`config.mk`:
```
export PLATFORM = sky130hd
export DESIGN_NAME = branch_trap_sequencer
export DESIGN_NICKNAME = d
export VERILOG_FILES = /design/src/rtl/sparc_ctl_pkg.sv /design/src/rtl/cond_eval.sv /design/src/rtl/branch_trap_sequencer.sv
export SDC_FILE = /design/constraint.sdc
export NUM_CORES = 1
export LEC_CHECK = 0
export ABC_AREA = 1
export CORE_UTILIZATION = 46
export DETAILED_ROUTE_END_ITERATION = 10
export PLACE_DENSITY = 0.76
export SETUP_SLACK_MARGIN = 0.5
export SYNTH_ARGS = -nofsm -noshare
export SYNTH_HDL_FRONTEND = slang
export SYNTH_SLANG_ARGS = --single-unit
```
`constraint.sdc`:
```
create_clock -name clk -period 4.2 [get_ports clk]
set_input_delay 0.84 -clock clk [delete_from_list [all_inputs] [get_ports clk]]
set_output_delay 0.84 -clock clk [all_outputs]
set_load 0.01 [all_outputs]
```
`src/rtl/sparc_ctl_pkg.sv`:
```
// Shared SPARC control encodings: instruction formats, branch conditions,
// trap-entry sequencing states and trap-window local register indices.
package sparc_ctl_pkg;

    localparam logic [1:0] OP_FMT2  = 2'b00;
    localparam logic [1:0] OP_FMT3  = 2'b10;
    localparam logic [2:0] OP2_BICC = 3'b010;
    localparam logic [5:0] OP3_TICC = 6'b111010;

    typedef enum logic [3:0] {
        COND_N   = 4'h0,
        COND_E   = 4'h1,
        COND_LE  = 4'h2,
        COND_L   = 4'h3,
        COND_LEU = 4'h4,
        COND_CS  = 4'h5,
        COND_NEG = 4'h6,
        COND_VS  = 4'h7,
        COND_A   = 4'h8,
        COND_NE  = 4'h9,
        COND_G   = 4'hA,
        COND_GE  = 4'hB,
        COND_GU  = 4'hC,
        COND_CC  = 4'hD,
        COND_POS = 4'hE,
        COND_VC  = 4'hF
    } cond_e;

    typedef enum logic [2:0] {
        IDLE  = 3'd0,
        T_PSR = 3'd1,
        T_L1  = 3'd2,
        T_L2  = 3'd3,
        T_JMP = 3'd4,
        ERROR = 3'd5
    } state_e;

    localparam logic [4:0] REG_L1 = 5'd17;
    localparam logic [4:0] REG_L2 = 5'd18;

endpackage

```
`src/rtl/cond_eval.sv`:
```
// Integer condition evaluation for Bicc/Ticc; the upper half of the
// encoding space is the complement of the lower half.
module cond_eval
    import sparc_ctl_pkg::*;
(
    input  logic [3:0] cond,
    input  logic [3:0] icc,
    output logic       taken
);

    logic n, z, v, c;
    logic base;

    assign n = icc[3];
    assign z = icc[2];
    assign v = icc[1];
    assign c = icc[0];

    always_comb begin
        base = 1'b0;
        unique case (cond[2:0])
            3'd0: base = 1'b0;
            3'd1: base = z;
            3'd2: base = z | (n ^ v);
            3'd3: base = n ^ v;
            3'd4: base = c | z;
            3'd5: base = c;
            3'd6: base = n;
            3'd7: base = v;
            default: base = 1'b0;
        endcase
        taken = cond[3] ? ~base : base;
    end

endmodule

```
`src/rtl/branch_trap_sequencer.sv`:
```
// Bicc redirect/annul decisions and the multi-cycle Ticc trap entry
// (PSR/TBR update, PC/nPC save into the new window, vector jump).
module branch_trap_sequencer
    import sparc_ctl_pkg::*;
#(
    parameter int NWINDOWS = 8
) (
    input  logic        clk,
    input  logic        reset_n,
    input  logic        instr_valid,
    input  logic [31:0] instr,
    input  logic [3:0]  icc,
    input  logic [6:0]  trap_num,
    input  logic [31:0] pc,
    input  logic [31:0] npc,
    input  logic [2:0]  psr_cwp,
    input  logic        psr_s,
    input  logic        psr_et,
    input  logic [19:0] tba,
    output logic        busy,
    output logic        redirect,
    output logic [31:0] redirect_pc,
    output logic        annul_next,
    output logic        rf_we,
    output logic [4:0]  rf_waddr,
    output logic [31:0] rf_wdata,
    output logic        psr_we,
    output logic [2:0]  psr_new_cwp,
    output logic        psr_new_s,
    output logic        psr_new_ps,
    output logic        psr_new_et,
    output logic        tbr_we,
    output logic [7:0]  tbr_tt,
    output logic        error_mode
);

    localparam logic [2:0] CWP_MAX = 3'(NWINDOWS - 1);

    logic        is_bicc;
    logic        is_ticc;
    logic        annul_bit;
    cond_e       cond;
    logic        taken;
    logic [31:0] target;
    logic [7:0]  tt_new;
    logic [2:0]  cwp_dec;

    assign is_bicc   = (instr[31:30] == OP_FMT2) && (instr[24:22] == OP2_BICC);
    assign is_ticc   = (instr[31:30] == OP_FMT3) && (instr[24:19] == OP3_TICC);
    assign annul_bit = instr[29];
    assign cond      = cond_e'(instr[28:25]);
    assign target    = pc + {{8{instr[21]}}, instr[21:0], 2'b00};
    assign tt_new    = {1'b1, trap_num};
    assign cwp_dec   = (psr_cwp == 3'd0) ? CWP_MAX : psr_cwp - 3'd1;

    cond_eval u_cond_eval (
        .cond  (instr[28:25]),
        .icc   (icc),
        .taken (taken)
    );

    state_e      state_q, state_d;
    logic        busy_q, busy_d;
    logic        redirect_q, redirect_d;
    logic [31:0] redirect_pc_q, redirect_pc_d;
    logic        annul_q, annul_d;
    logic        rf_we_q, rf_we_d;
    logic [4:0]  rf_waddr_q, rf_waddr_d;
    logic [31:0] rf_wdata_q, rf_wdata_d;
    logic        psr_we_q, psr_we_d;
    logic [2:0]  new_cwp_q, new_cwp_d;
    logic        new_s_q, new_s_d;
    logic        new_ps_q, new_ps_d;
    logic        new_et_q, new_et_d;
    logic        tbr_we_q, tbr_we_d;
    logic [7:0]  tbr_tt_q, tbr_tt_d;
    logic        err_q, err_d;
    logic [31:0] sav_pc_q, sav_pc_d;
    logic [31:0] sav_npc_q, sav_npc_d;
    logic [7:0]  sav_tt_q, sav_tt_d;
    logic [19:0] sav_tba_q, sav_tba_d;

    always_comb begin
        state_d       = state_q;
        busy_d        = 1'b0;
        redirect_d    = 1'b0;
        redirect_pc_d = '0;
        annul_d       = 1'b0;
        rf_we_d       = 1'b0;
        rf_waddr_d    = '0;
        rf_wdata_d    = '0;
        psr_we_d      = 1'b0;
        new_cwp_d     = '0;
        new_s_d       = 1'b0;
        new_ps_d      = 1'b0;
        new_et_d      = 1'b0;
        tbr_we_d      = 1'b0;
        tbr_tt_d      = '0;
        err_d         = 1'b0;
        sav_pc_d      = sav_pc_q;
        sav_npc_d     = sav_npc_q;
        sav_tt_d      = sav_tt_q;
        sav_tba_d     = sav_tba_q;
        unique case (state_q)
            IDLE: begin
                if (instr_valid && is_bicc) begin
                    redirect_d    = taken;
                    redirect_pc_d = taken ? target : '0;
                    // a=1 squashes the slot unless a conditional branch is taken
                    annul_d       = annul_bit & (~taken | (cond == COND_A));
                end else if (instr_valid && is_ticc && taken) begin
                    busy_d = 1'b1;
                    if (psr_et) begin
                        state_d   = T_PSR;
                        psr_we_d  = 1'b1;
                        new_cwp_d = cwp_dec;
                        new_s_d   = 1'b1;
                        new_ps_d  = psr_s;
                        tbr_we_d  = 1'b1;
                        tbr_tt_d  = tt_new;
                        sav_pc_d  = pc;
                        sav_npc_d = npc;
                        sav_tt_d  = tt_new;
                        sav_tba_d = tba;
                    end else begin
                        state_d = ERROR;
                        err_d   = 1'b1;
                    end
                end
            end
            T_PSR: begin
                state_d    = T_L1;
                busy_d     = 1'b1;
                rf_we_d    = 1'b1;
                rf_waddr_d = REG_L1;
                rf_wdata_d = sav_pc_q;
            end
            T_L1: begin
                state_d    = T_L2;
                busy_d     = 1'b1;
                rf_we_d    = 1'b1;
                rf_waddr_d = REG_L2;
                rf_wdata_d = sav_npc_q;
            end
            T_L2: begin
                state_d       = T_JMP;
                busy_d        = 1'b1;
                redirect_d    = 1'b1;
                redirect_pc_d = {sav_tba_q, sav_tt_q, 4'b0000};
                annul_d       = 1'b1;
            end
            T_JMP: state_d = IDLE;
            ERROR: begin
                busy_d = 1'b1;
                err_d  = 1'b1;
            end
            default: state_d = IDLE;
        endcase
    end

    always_ff @(posedge clk or negedge reset_n) begin
        if (!reset_n) begin
            state_q       <= IDLE;
            busy_q        <= 1'b0;
            redirect_q    <= 1'b0;
            redirect_pc_q <= '0;
            annul_q       <= 1'b0;
            rf_we_q       <= 1'b0;
            rf_waddr_q    <= '0;
            rf_wdata_q    <= '0;
            psr_we_q      <= 1'b0;
            new_cwp_q     <= '0;
            new_s_q       <= 1'b0;
            new_ps_q      <= 1'b0;
            new_et_q      <= 1'b0;
            tbr_we_q      <= 1'b0;
            tbr_tt_q      <= '0;
            err_q         <= 1'b0;
            sav_pc_q      <= '0;
            sav_npc_q     <= '0;
            sav_tt_q      <= '0;
            sav_tba_q     <= '0;
        end else begin
            state_q       <= state_d;
            busy_q        <= busy_d;
            redirect_q    <= redirect_d;
            redirect_pc_q <= redirect_pc_d;
            annul_q       <= annul_d;
            rf_we_q       <= rf_we_d;
            rf_waddr_q    <= rf_waddr_d;
            rf_wdata_q    <= rf_wdata_d;
            psr_we_q      <= psr_we_d;
            new_cwp_q     <= new_cwp_d;
            new_s_q       <= new_s_d;
            new_ps_q      <= new_ps_d;
            new_et_q      <= new_et_d;
            tbr_we_q      <= tbr_we_d;
            tbr_tt_q      <= tbr_tt_d;
            err_q         <= err_d;
            sav_pc_q      <= sav_pc_d;
            sav_npc_q     <= sav_npc_d;
            sav_tt_q      <= sav_tt_d;
            sav_tba_q     <= sav_tba_d;
        end
    end

    assign busy        = busy_q;
    assign redirect    = redirect_q;
    assign redirect_pc = redirect_pc_q;
    assign annul_next  = annul_q;
    assign rf_we       = rf_we_q;
    assign rf_waddr    = rf_waddr_q;
    assign rf_wdata    = rf_wdata_q;
    assign psr_we      = psr_we_q;
    assign psr_new_cwp = new_cwp_q;
    assign psr_new_s   = new_s_q;
    assign psr_new_ps  = new_ps_q;
    assign psr_new_et  = new_et_q;
    assign tbr_we      = tbr_we_q;
    assign tbr_tt      = tbr_tt_q;
    assign error_mode  = err_q;

endmodule

```
---- After elaboration in Yosys (flattened, before gate mapping) ----
Cells that the tools add are included.
storage, ports and cells
  register bits after elaboration ......... 182
  latch bits .............................. 0
  memory bits (writable) .................. 0
  memory bits (read-only) ................. 0
  input bits .............................. 135
  output and inout bits ................... 90
  logic and storage cells ................. 98
  memories kept ........................... 0
cells by class
  $add $sub $neg .......................... 2
  multipliers ............................. 0
  div/mod/pow operators ................... 0
  order comparisons ....................... 0
  equality and inequality tests ........... 17
  shifts and indexed selects .............. 0
  multiplexer cells ....................... 40
  bitwise operators ....................... 9
  reductions and logical operators ........ 13
operators by type and width
  operator                                                               number
  32-bit case mux with 2 select lines                                    2
  32-bit two-way mux                                                     2
  32-bit adder                                                           1
  8-bit two-way mux                                                      4
  3-bit two-way mux                                                      8
  1-bit two-way mux                                                      17
  3-bit by 2-bit equality test with 1-bit output, second input constant  5
  3-bit equality test, second input constant                             5
  3-bit case mux with 5 select lines                                     1
  5-bit case mux with 2 select lines                                     1
  3-bit zero test                                                        3
  1-bit case mux with 2 select lines                                     4
  1-bit case mux with 8 select lines                                     1
  3-bit by 1-bit equality test with 1-bit output, second input constant  2
  6-bit equality test, second input constant                             1
  1-bit logical AND                                                      5
  4-bit equality test, second input constant                             1
  2-bit != test, second input constant                                   2
  1-bit NOT                                                              4
  4-bit AND reduction                                                    1
  4-bit OR reduction                                                     1
  1-bit OR                                                               3
  3-bit AND reduction                                                    1
  3-bit by 1-bit subtractor with 3-bit output, second input constant     1
  5 further kinds                                                        5

---- Logic depth before layout (Yosys ltp) ----
Gate-level depths: netlist of run 1.
  depth in word-level cells ............... 10
  mapped depth ............................ 15
  depth with buffers taken out ............ 15

---- Modules after synthesis ----
A second synthesis of run 1 with hierarchy kept.
second synthesis, totals
  cell total of the unflattened synthesis .. 1139
  area, all modules ....................... 8931.1 um2
by module, submodules not included
  module                 times used  cells an instance  area an instance (um2)  sequential area each (um2)
  branch_trap_sequencer  1           1114               8829.7                  4454.3
  cond_eval              1           25                 101.3                   0.0

---- Least setup slack after synthesis of run 1 ----
Ideal clock, no wire load.
  path type ............................... input -> register
  from .................................... input port instr[0]
  to ...................................... register redirect_pc_q[30] (netlist: redirect_pc[30])
  library setup time ...................... 119 ps
  data arrival time ....................... 2503 ps
  required time ........................... 4081 ps
  setup slack ............................. 1578 ps
  stages on the path ...................... 15
  path buffers ............................ 0
  path through ............................ ha_1 -> inv_1 -> fa_1 -> inv_1 -> nand2_1 -> o21ai_0 -> nand2_1 -> nand2_1 -> nand2_1 -> nand2_1 -> nand2_1 -> nand2_1 -> nand2_1 -> nand3_1 -> nand2_1
on the way
  word-level cells in the longest chain between the ends .. 4
RTL lines
  element                              RTL line                      RTL
  from (decl)                          branch_trap_sequencer.sv:11   input logic [31:0] instr,
  32-bit adder                         branch_trap_sequencer.sv:52   assign target = pc + {{8{instr[21]}}, instr[21:0], 2'b00};
  32-bit two-way mux                   branch_trap_sequencer.sv:108  redirect_pc_d = taken ? target : '0;
  32-bit two-way mux                   branch_trap_sequencer.sv:106  if (instr_valid && is_bicc) begin
  32-bit case mux with 2 select lines  branch_trap_sequencer.sv:104  unique case (state_q)
  net redirect_pc_d[30]                branch_trap_sequencer.sv:65   logic [31:0] redirect_pc_q, redirect_pc_d;
  to (signal assigned)                 branch_trap_sequencer.sv:187  redirect_pc_q <= redirect_pc_d;
  to (decl)                            branch_trap_sequencer.sv:65
The timed path passes the listed nets, and every way through them passes these cells.
A chain may end at the register's enable or synchronous reset.

---- Final worst setup path of run 1 ----
  from .................................... input port pc[2]
  to ...................................... register redirect_pc_q[14] (netlist: redirect_pc[14])
on the way
  word-level cells in the longest chain between the ends .. 4
RTL lines
  element                              RTL line                      RTL
  from (decl)                          branch_trap_sequencer.sv:14   input logic [31:0] pc,
  32-bit adder                         branch_trap_sequencer.sv:52
  32-bit two-way mux                   branch_trap_sequencer.sv:108
  32-bit two-way mux                   branch_trap_sequencer.sv:106
  32-bit case mux with 2 select lines  branch_trap_sequencer.sv:104
  net redirect_pc_d[14]                branch_trap_sequencer.sv:65
The timed path passes the listed nets, and every way through them passes these cells.

==> results of run 1 <==
power by group through the flow:
| stage | sequential [mW] | clock [mW] | combinational (mW) |
|---|---|---|---|
| after floorplan | 1.75 | 0 | 0.241 |
| after global placement | 1.75 | 0 | 0.508 |
| after detailed placement | 1.75 | 0 | 0.506 |
| after CTS | 1.71 | 1.62 | 0.510 |
| after global routing | 1.71 | 1.69 | 0.565 |
| final | 1.71 | 1.60 | 0.511 |
worst max-delay path, cell delays in order:
cell and delay (ns):
clkdlybuf4s50_1 0.51, ha_1 0.24, inv_1 0.07, fa_1 0.42, inv_1 0.12, nand2_1 0.07
o21ai_0 0.17, buf_4 0.16, nand2_1 0.05, nand2_1 0.14, nand2_1 0.08, nand2_1 0.13
xnor2_1 0.18, o21ai_0 0.12
routing by layer:
metal	vias to the layer above	wire, um	share of wire [%]	GRT usage, %
li1	3865	-	-	-
met1	3800	11100	43	34.8
met2	305	12100	47	43.3
met3	51	1510	5.9	4.62
met4	0	977	3.8	13.0
met5	-	0	0	0
stage by stage:
stage	power, mW	instances
global placement	2.25	1486
floorplan	1.99	1068
CTS	3.85	1518
detailed placement	2.25	1486
finish	3.82	1518
global route	3.97	1518
cells in the final DEF (no fill, tap or decap), drive strengths merged:
master / count
fa: 1
inv: 89
or2: 4
clkinv: 6
dfrtp: 178
clkdlybuf4s50: 219
a31o: 1
o21ai: 34
nand2: 386
buf: 10
nor2: 58
clkbuf: 18
o22ai: 3
nand3b: 1
clkinvlp: 1
conb: 3
xor2: 4
nor3: 8
xnor2: 10
a21oi: 34
ha: 31
nand3: 138
a22o: 32
o21bai: 3
nand4: 12
layout make-up:
cell class / count / area (um^2) / area share [%]
Tap cell: 234 / 293 / 2.49
Inverter: 81 / 304 / 2.59
Sequential cell: 178 / 4450 / 37.9
Timing Repair Buffer: 230 / 2320 / 19.7
Clock buffer: 17 / 425 / 3.62
Clock inverter: 15 / 173 / 1.47
Multi-Input combinational cell: 763 / 3770 / 32.1
flip-flops by register name (all words and copies together) (netlist names):
signal,count
redirect_pc,32
rf_wdata,32
sav_npc_q,32
sav_pc_q,32
sav_tba_q,20
sav_tt_q,8
tbr_tt,8
psr_new_cwp,3
rf_waddr,3
state_q,3
annul_next,1
busy,1
error_mode,1
psr_new_ps,1
redirect,1
final timing paths:
path	endpoint	slack (ns)	depth (start not counted)
setup / recovery	redirect_pc[14]$_DFF_PN0_	1.20	14
hold / removal	psr_new_cwp[1]$_DFF_PN0_	0.43	1
setup reg to reg	sav_pc_q[4]$_DFFE_PN0P_	2.06	8
hold reg to reg	sav_tt_q[7]$_DFFE_PN0P_	0.46	2
max in group asynchronous	sav_npc_q[1]$_DFFE_PN0P_	2.93	2
min in group clk	sav_tt_q[7]$_DFFE_PN0P_	0.46	2
cells by family after synthesis:
family | Yosys count | share of synthesized area [%]
buf+inv | 127 | 6.81
compound gates | 107 | 7.62
other cells | 1 | 0.0426
flops | 178 | 50.6
fa+ha+maj | 32 | 4.63
xor+xnor | 14 | 1.39
simple gates | 607 | 28.9
==> metrics.csv, run 1 <==
metric,value,unit
Crit Reg-Reg Startpoint,state_q[2]$_DFFE_PN0P_,
DRC viols,0,
P_sw,1.08,mW
Detailed Route WL,25700,um
final hold slack,0.434,ns
GRT overflow,0,
initial antenna violation count,0,
Synth Cell Area,8810,um^2
library cells used by synthesis,32,
fin area,11700,um^2
CTS resizes,0,
max-cap check violation count,0,
largest area contributor in the netlist,dfrtp_1,
ys async rst share,100,%
hpwl dp,19000,um
CP Launch Type,input pin,
largest net degree at the start of global routing,86,
maximum vdd drop,0.000279,V
clk_skew,0.0126,ns
vias per inst,5.28,
top-count cell post-synth,nand2_1,
"EDFF count, synth",0,
Starting Density,47.1,%
layout cell share with drive strength beyond 1,4.60,%
Worst-Skew Late Latency,0.44,ns
clock tree buffer depth,2,
setup ws final,1.20,ns
CP max FO,4,
max-slew violations,0,
P per Cell Area,326,nW/um^2
total number of vias,8021,
H-tree levels,4,
Area contributors post-synth,"dfrtp_1, nand2_1, nand3_1, ha_1, inv_1",
setup_tns,0,ns
Critical Path RT,4.50,ns
total die area,19700,um^2
IO Port Bufs,221,
Slew HR,44.5,%
status,completed,
ys flop type,dfrtp_1,
worst-margin pin slew,0.827,ns
fill count,1628,
Switching Fraction,28.4,%
CTS buffer count,17,
TritonCTS clock tree,done,
clk slew on worst S/H paths,0.07,ns
Fin. Hold Viols,0,
TritonRoute pass-1 iters,5,
sequential power share,44.8,%
Routed WL per cell,16.9,um
Rows,50,
Setup Buffers After CTS,0,
drt initial violations,558,
Final period util,71.4,%
leakage power,6.07,nW
area grow syn2layout,33.3,%
die height,140,um
number of clock sinks,178,
register bit count reported by yosys,178,
min cycle time layout,3.00,ns
Syn Area/Cell,8.26,um^2
launch point of the critical path,pc[2],
Critical Path Sink Type,flop,
share of the synthesized area in the top cell type,50.6,%
Hold Buf Count CTS,0,
final setup vio count,0,
area of the core,18700,um^2
Fmax achieved,333,MHz
Top Ports,225,
"Cell Area, Placed",11100,um^2
P_int,2.74,mW
first-pass GRT wire length,40100,um
unrepaired setup endpoints after global routing,no,
CP Data Arrival Time,3.30,ns
synth cell count leaders,"nand2_1, dfrtp_1, nand3_1, inv_1, nor2_1",
sequential fraction of the synthesis area,50.6,%
Antenna Nets Post-Route,0,
fin nets,1438,
clock power share,41.8,%
Place WS,0.826,ns
Comb power frac,13.4,%
ANT cells,0,
Yosys warnings,0,
WS Path Type,in2reg,
vias in the first global route,7712,
GRT Total Usage,26.7,%
Root Driver,clkbuf_16,
type of the most critical hold path,in2async,
Die X,140,um
Gate Count Post-Synth,1066,
final core utilization,62.8,%
gpl congestion,0.919,
(Power assumes the default switching activity.)
==> run 2, diff against run 1 <==
==> constraint.sdc (replaced) <==
create_clock -name clk -period 2.9 [get_ports clk]
set_input_delay 0.58 -clock clk [delete_from_list [all_inputs] [get_ports clk]]
set_output_delay 0.58 -clock clk [all_outputs]
set_load 0.01 [all_outputs]
==> run 2 against run 1 <==
Compared with the run above:
- critical path depth down 3
- first-iteration DRC count down 17%
- clock skew down 0.0056 ns
- final cell count up 2.2%
- combinational power up 60%
==> metrics.csv, run 2 (same netlist as run 1, synthesis figures left out) <==
metric,value,unit,change
vias in the first global route,8014,,+3.9%
CP top delay family,simple AND/OR/NAND/NOR gates,,
max incr delay on CP,0.58,ns,+0.07 ns
Final period util,80.7,%,
WS Path Type,in2reg,,
Rows,50,,unchanged
CP max FO,4,,unchanged
Critical Path Sink Type,flop,,
clk_skew,0.00694,ns,-0.00565 ns
min cycle time layout,2.34,ns,
CTS buffer count,17,,unchanged
H-tree levels,4,,unchanged
Buffers & Inverters on Critical Path,2,,-2
vias per inst,5.29,,about the same
area of the core,18700,um^2,unchanged
Antenna Nets Post-Route,0,,unchanged
"commonest non-fill, non-tap cell in the layout",nand2_1,,
GRT Total Usage,27.3,%,+0.63 points
Worst-Skew Late Latency,0.45,ns,about the same
Die X,140,um,unchanged
leakage power,6.33,nW,+4.3%
Root Driver,clkbuf_16,,
hpwl dp,19500,um,+2.5%
IO Port Bufs,221,,unchanged
TritonCTS clock tree,done,,
CP Launch Type,input pin,,
setup ws final,0.561,ns,-0.640 ns
Starting Density,47.1,%,unchanged
clk slew on worst S/H paths,0.07,ns,about the same
clock tree buffer depth,2,,unchanged
Fin. Hold Viols,0,,unchanged
max-cap check violation count,0,,unchanged
fin nets,1470,,+2.2%
type of the most critical hold path,in2async,,
P per Cell Area,462,nW/um^2,+42%
total number of vias,8198,,+2.2%
most frequent cells in the layout,"nand2_1, clkdlybuf4s50_1, dfrtp_1",,
total die area,19700,um^2,unchanged
gpl congestion,0.968,,+5.3%
Top Ports,225,,unchanged
worst-margin pin slew,0.506,ns,-0.321 ns
layout cell share with drive strength beyond 1,8.89,%,+4.3 points
maximum vdd drop,0.000411,V,+47%
DRC viols,0,,unchanged
drt initial violations,464,,-17%
crit path cell chain,clkdlybuf4s50_1 -> ha_1 -> a21oi_1 -> o21ai_1 -> inv_1 -> nand2_1 -> nand2_1 -> nand3_1 -> or2_2 -> nand3_1 -> nand2_1,,
CP Data Arrival Time,2.67,ns,-0.63 ns
final setup vio count,0,,unchanged
max-slew violations,0,,unchanged
final hold slack,0.102,ns,-0.332 ns
Routed WL per cell,16.9,um,+0.19%
"most used cell, CP",nand2_1,,
number of clock sinks,178,,unchanged
first-pass GRT wire length,41200,um,+2.7%
Place WS,-0.0766,ns,-0.903 ns
largest net degree at the start of global routing,70,,-19%
Critical Path RT,3.23,ns,-1.27 ns
Slew HR,66.2,%,+22 points
Pwr Total,5.65,mW,+48%
status,completed,,
Fmax achieved,428,MHz,
unrepaired setup endpoints after global routing,yes,,
fill count,1562,,-4.1%
initial antenna violation count,1,,+1
setup_tns,0,ns,unchanged
TritonRoute pass-1 iters,5,,unchanged
Detailed Route WL,26300,um,+2.4%
area grow syn2layout,39.0,%,
CP max stage cell,clkdlybuf4s50_1,,
die height,140,um,unchanged
GRT overflow,0,,unchanged
## run 2: changes by cell type in the layout (fill, tap and decap cells not counted), sizes merged
cell           previous run  this run
buf                      10        42
clkdlybuf4s50           219       210
clkinv                    6        11
clkinvlp                  1         0
diode                     0         1
dlymetal6s2s              0         9
inv                      89        85
## run 2: final cells by class
cell class	instances	area [um^2]	share of cell area (%)
Sequential cell	178	4450	36.4
Multi-Input combinational cell	763	3930	32.1
Timing Repair Buffer	262	2620	21.4
Clock buffer	17	425	3.48
Inverter	81	304	2.48
Tap cell	234	293	2.39
Clock inverter	15	204	1.67
Antenna cell	1	2.50	0.0204
## run 2: path summary, 6_finish.rpt
path	startpoint	end	slack, ns	depth (start not counted)
min in group clk	sav_tt_q[7]$_DFFE_PN0P_	sav_tt_q[7]$_DFFE_PN0P_	0.47	2
worst max-delay path	pc[12]	redirect_pc[23]$_DFF_PN0_	0.56	11
worst max register to register	state_q[2]$_DFFE_PN0P_	redirect_pc[23]$_DFF_PN0_	0.88	10
worst min-delay path	reset_n	psr_new_cwp[0]$_DFF_PN0_	0.10	1
worst min register to register	sav_tt_q[7]$_DFFE_PN0P_	sav_tt_q[7]$_DFFE_PN0P_	0.47	2
max in group asynchronous	reset_n	rf_wdata[1]$_DFF_PN0_	2.10	2
## run 2: what timing repair did
item	CTS	global route
endpoints found under the setup margin	8	22
hold buffers	0	0
pin swaps	0	4
resized for setup	4	35
cloned	0	0
setup buffers	0	2
## run 2: power by group
part / internal (mW) / total, mW / switching, mW
sequential: 2.48 / 2.48 / 0.000272
clock: 1.18 / 2.35 / 1.17
combinational: 0.373 / 0.819 / 0.447
## run 2: per-stage QoR
stage / cell area (um^2) / utilization, % / std cells
finish: 12200 / 65.4 / 1551
global route: 12200 / 65.4 / 1550
CTS: 12000 / 64.4 / 1548
detailed placement: 11400 / 61.0 / 1516
global placement: 11400 / 61.0 / 1516
floorplan: 8810 / - / 1068
## run 2: metal layers
| metal | share of wire [%] | global-route usage, % | vias to the layer above | wire (um) |
|---|---|---|---|---|
| li1 | - | - | 3938 | - |
| met1 | 44 | 35.7 | 3911 | 11500 |
| met2 | 47 | 43.9 | 302 | 12400 |
| met3 | 6.0 | 5.61 | 47 | 1570 |
| met4 | 3.3 | 12.4 | 0 | 855 |
| met5 | 0 | 0 | - | 0 |
